===== src/rtl/flip_vector_reg.sv =====
// Flip-N-Write storage register: picks plain or inverted encoding per write to
// minimise toggled cells, presents the decoded word and keeps toggle statistics.
module flip_vector_reg #(
  parameter int N     = 16,
  parameter int CNT_W = 8,
  parameter int ACC_W = 16,
  parameter int MODE  = 1
) (
  input  logic                     clk,
  input  logic                     rst,
  input  logic                     wr_en,
  input  logic                     clr_cnt,
  input  logic [N-1:0]             d,
  output logic [N-1:0]             q_enc,
  output logic                     flip,
  output logic [N-1:0]             q,
  output logic [$clog2(N+2)-1:0]   last_tog,
  output logic [CNT_W-1:0]         flip_count,
  output logic [ACC_W-1:0]         toggle_acc
);

  localparam int PC_W  = $clog2(N+1);
  localparam int TOG_W = $clog2(N+2);
  localparam int SUM_W = ((ACC_W > TOG_W) ? ACC_W : TOG_W) + 1;

  logic [N-1:0]     q_enc_q, q_enc_d;
  logic             flip_q, flip_d;
  logic [TOG_W-1:0] last_tog_q, last_tog_d;
  logic [CNT_W-1:0] flip_count_q, flip_count_d;
  logic [ACC_W-1:0] toggle_acc_q, toggle_acc_d;

  logic [PC_W-1:0]  h;
  logic [TOG_W-1:0] c_pl;
  logic [TOG_W-1:0] c_inv;
  logic [TOG_W-1:0] tog_new;
  logic             inv;
  logic [SUM_W-1:0] acc_sum;

  always_comb begin
    h = '0;
    for (int i = 0; i < N; i++) begin
      h = h + PC_W'(d[i] ^ q_enc_q[i]);
    end
  end

  // The flag cell is counted as a toggle too, so each cost includes its change.
  always_comb begin
    c_pl    = TOG_W'(h) + TOG_W'(flip_q);
    c_inv   = TOG_W'(N) - TOG_W'(h) + TOG_W'(!flip_q);
    inv     = (MODE != 0) && (c_inv < c_pl);
    tog_new = inv ? c_inv : c_pl;
    acc_sum = SUM_W'(toggle_acc_q) + SUM_W'(tog_new);
  end

  always_comb begin
    q_enc_d      = q_enc_q;
    flip_d       = flip_q;
    last_tog_d   = last_tog_q;
    flip_count_d = flip_count_q;
    toggle_acc_d = toggle_acc_q;

    if (wr_en) begin
      q_enc_d    = inv ? ~d : d;
      flip_d     = inv;
      last_tog_d = tog_new;
    end

    if (clr_cnt) begin
      flip_count_d = '0;
      toggle_acc_d = '0;
    end else if (wr_en) begin
      if (inv && (flip_count_q != '1)) begin
        flip_count_d = flip_count_q + CNT_W'(1);
      end
      if (acc_sum > SUM_W'({ACC_W{1'b1}})) begin
        toggle_acc_d = '1;
      end else begin
        toggle_acc_d = ACC_W'(acc_sum);
      end
    end
  end

  always_ff @(posedge clk) begin
    if (rst) begin
      q_enc_q      <= '0;
      flip_q       <= 1'b0;
      last_tog_q   <= '0;
      flip_count_q <= '0;
      toggle_acc_q <= '0;
    end else begin
      q_enc_q      <= q_enc_d;
      flip_q       <= flip_d;
      last_tog_q   <= last_tog_d;
      flip_count_q <= flip_count_d;
      toggle_acc_q <= toggle_acc_d;
    end
  end

  assign q_enc      = q_enc_q;
  assign flip       = flip_q;
  assign q          = q_enc_q ^ {N{flip_q}};
  assign last_tog   = last_tog_q;
  assign flip_count = flip_count_q;
  assign toggle_acc = toggle_acc_q;

endmodule


===== config.mk =====
export PLATFORM = sky130hd
export DESIGN_NAME = flip_vector_reg
export DESIGN_NICKNAME = d
export VERILOG_FILES = /design/src/rtl/flip_vector_reg.sv
export SDC_FILE = /design/constraint.sdc
export NUM_CORES = 1
export LEC_CHECK = 0
export CAP_MARGIN = 20
export CELL_PAD_IN_SITES_DETAIL_PLACEMENT = 0
export CELL_PAD_IN_SITES_GLOBAL_PLACEMENT = 2
export CORE_MARGIN = 1.5
export CORE_UTILIZATION = 31
export DETAILED_ROUTE_END_ITERATION = 10
export GPL_TIMING_DRIVEN = 0
export HOLD_SLACK_MARGIN = 0.02
export PLACE_DENSITY = 0.92
export SYNTH_ARGS = -nofsm -noshare
export SYNTH_HDL_FRONTEND = slang
export SYNTH_SLANG_ARGS = --single-unit
export TNS_END_PERCENT = 100

===== constraint.sdc =====
create_clock -name clk -period 13.7 [get_ports clk]
set_input_delay 2.74 -clock clk [delete_from_list [all_inputs] [get_ports clk]]
set_output_delay 2.74 -clock clk [all_outputs]
set_load 0.01 [all_outputs]

==> results.cfg <==
[global_routing]
grt_pass1_wl_um = 14100
grt_usage = 0.156
antenna_found_initial = 0
grt.overflow.total = 0
grt_max_degree = 16
grt_pass1_vias = 2875

[die]
io_pins = 82
start_util = 0.316
dieArea_um2 = 11000
fp.dieW_um = 105
core_area_um2 = 10200
row_count = 37
die_y_um = 105

[sta]
skew_ns = 0.00695
fin_tns_setup_ns = 0
hold_viol = 0
setup_viol = 0
slew_headroom = 0.615
timing.final.crit_share = 0.736
maxSlewViolCount = 0
max_freq_ghz = 0.0991
rsz0062_at_grt = false
tightest_slew_ns = 0.578
post-route-min-period_ns = 10.09

[place]
hpwl_um = 6380
gp_congestion = 0.810
placement.io_buffers = 80

[layout]
syn_to_final_growth_pct = 33.6
antenna_cells = 0
layout.nets = 502
drive_gt1_frac = 0.0659

[setup_path]
r2r-start = q_enc[0]
cp.arrival_ns = 10.33
cp-startpoint = d[0]
crit_required_ns = 13.94
critPathSlowestCell = fa_1
critPathCapture = toggle_acc[11]
worstRegToRegCells = 30
critPathKind = input pin to flop
slowest_delay_ns = 0.57
cp-start-kind = input pin
end_kind = flop
crit_fanout = 10
reg2reg_slack_ns = 6.14
worstReg2RegEnd = toggle_acc[11]

[routing]
drt_iter0_drc = 128
drc_errors = 0
post_drt_wl_per_cell_um = 14.1
drtAntennaViolNets = 0
num_vias = 2896
first_pass_iters = 4
viasPerCell = 4.90
wl_um = 8330

[yosys]
synth-seq-area-share = 0.285
yosysTopAreaCellShare = 0.285
netlist_top_cells_area = dfxtp_1 (29%), xnor2_1 (9.2%), xor2_1 (9.0%), fa_1 (6.8%), ha_1 (6.6%)
synth_area_um2 = 3230
synth.distinct_cells = 54
synth_enable_flop_cells = 0
ys.flop_type = dfxtp_1
syn_inst = 367
avgSynthCellArea_um2 = 8.80
synthesis.nets = 415
yosysTopAreaCell = dfxtp_1
ys.warnings.count = 0
synth_seq_cells = 46
async_flop_share = 0

[clocking]
cts_root_buf = clkbuf_8
ctsHoldBuffers = 0
cts.sinks = 46
clk_path_buf_depth = 2
htree_num_levels = 2
clkTransAtPathRegs_ns = 0.10
cts.repair.resized = 0
cts-buffers-inserted = 5
insertion_delay_ns = 0.31
post-cts-setup-buffers = 0
cts_tree = built

[run]
max_cap_viol_count = 0

[run_status]
status = finished, final reports clean

[min_path]
hp-start = last_tog[0]
hold_class = flop to flop
## flip-flops by register name, summed over array words and instances (netlist names)
signal / flops
toggle_acc: 16
last_tog: 5
flip: 1
flip_count: 8
q_enc: 16
## cells in the final DEF, fill, tap and decap left out, drive strengths merged, types with 17 or more instances in the layout
master and n:
a211oi 20, a21oi 25, clkdlybuf4s50 80, dfxtp 46
ha 17, inv 23, nor2 43, o21ai 17
xnor2 34, xor2 34
## cell usage after synthesis (6+ instances only)
cell	count
fa_1	11
ha_1	17
nor2_1	42
dfxtp_1	46
clkbuf_1	10
nand2_1	6
xor2_1	33
xnor2_1	34
a21oi_1	24
nor3_1	7
a211oi_1	20
inv_1	22
o21ai_0	16
## worst max-delay path, delay by kind of cell
family / cells / cell delay, ns
xor gates and xnor gates: 2 / 0.33
and+or+nand+nor: 3 / 0.70
buffers and inverters: 8 / 1.13
adders and majority gates: 10 / 4.12
AOI/OAI and AO/OA: 8 / 1.30
## through the flow
step	setup WS, ns	util	instance area, um2	hold WS (ns)	instances
2_1_floorplan	4.67	-	3230	0.503	367
3_3_place_gp	3.36	0.411	4200	0.476	583
3_5_place_dp	3.30	0.411	4200	0.485	583
4_1_cts	3.60	0.422	4310	0.498	591
5_1_grt	3.19	0.422	4310	0.536	591
6_report	3.61	0.422	4310	0.504	591
## area by class of cell
class | instances | area (um2)
inverters | 23 | 86.3
repair buffers | 80 | 801
multi-input cells | 277 | 2120
clock inverters | 3 | 45.0
fillers | 1050 | 5920
flip-flops and latches | 46 | 921
clock buffers | 5 | 68.8
well taps | 136 | 170
plain buffers | 21 | 104
## routing by layer
metal	vias up	track usage	routed length, um
li1	1444	-	-
met1	1358	0.227	4250
met2	85	0.241	3680
met3	9	0.0256	300
met4	0	0.0333	95
met5	-	0	0
## worst min-delay path by stage
stage / to / depth (start not counted)
floorplan: last_tog[4] / 2
global placement: last_tog[4] / 2
detailed placement: last_tog[0] / 2
CTS: last_tog[0] / 2
global route: last_tog[2] / 2
finish: last_tog[0] / 2
## logic make-up (layout without fill, tap and decap cells)
kind of cell,Yosys count,count (layout),share of synthesized area
and+or+nand+nor,90,90,0.145
AOI/OAI and AO/OA,88,88,0.178
xor gates and xnor gates,68,68,0.190
DFF,46,46,0.285
buffers and inverters,44,132,0.0589
adders and majority gates,28,28,0.134
muxes,3,3,0.00930
Power is not shown: default switching activity piles up to over one toggle a cycle in this logic, so the estimate is an artifact.
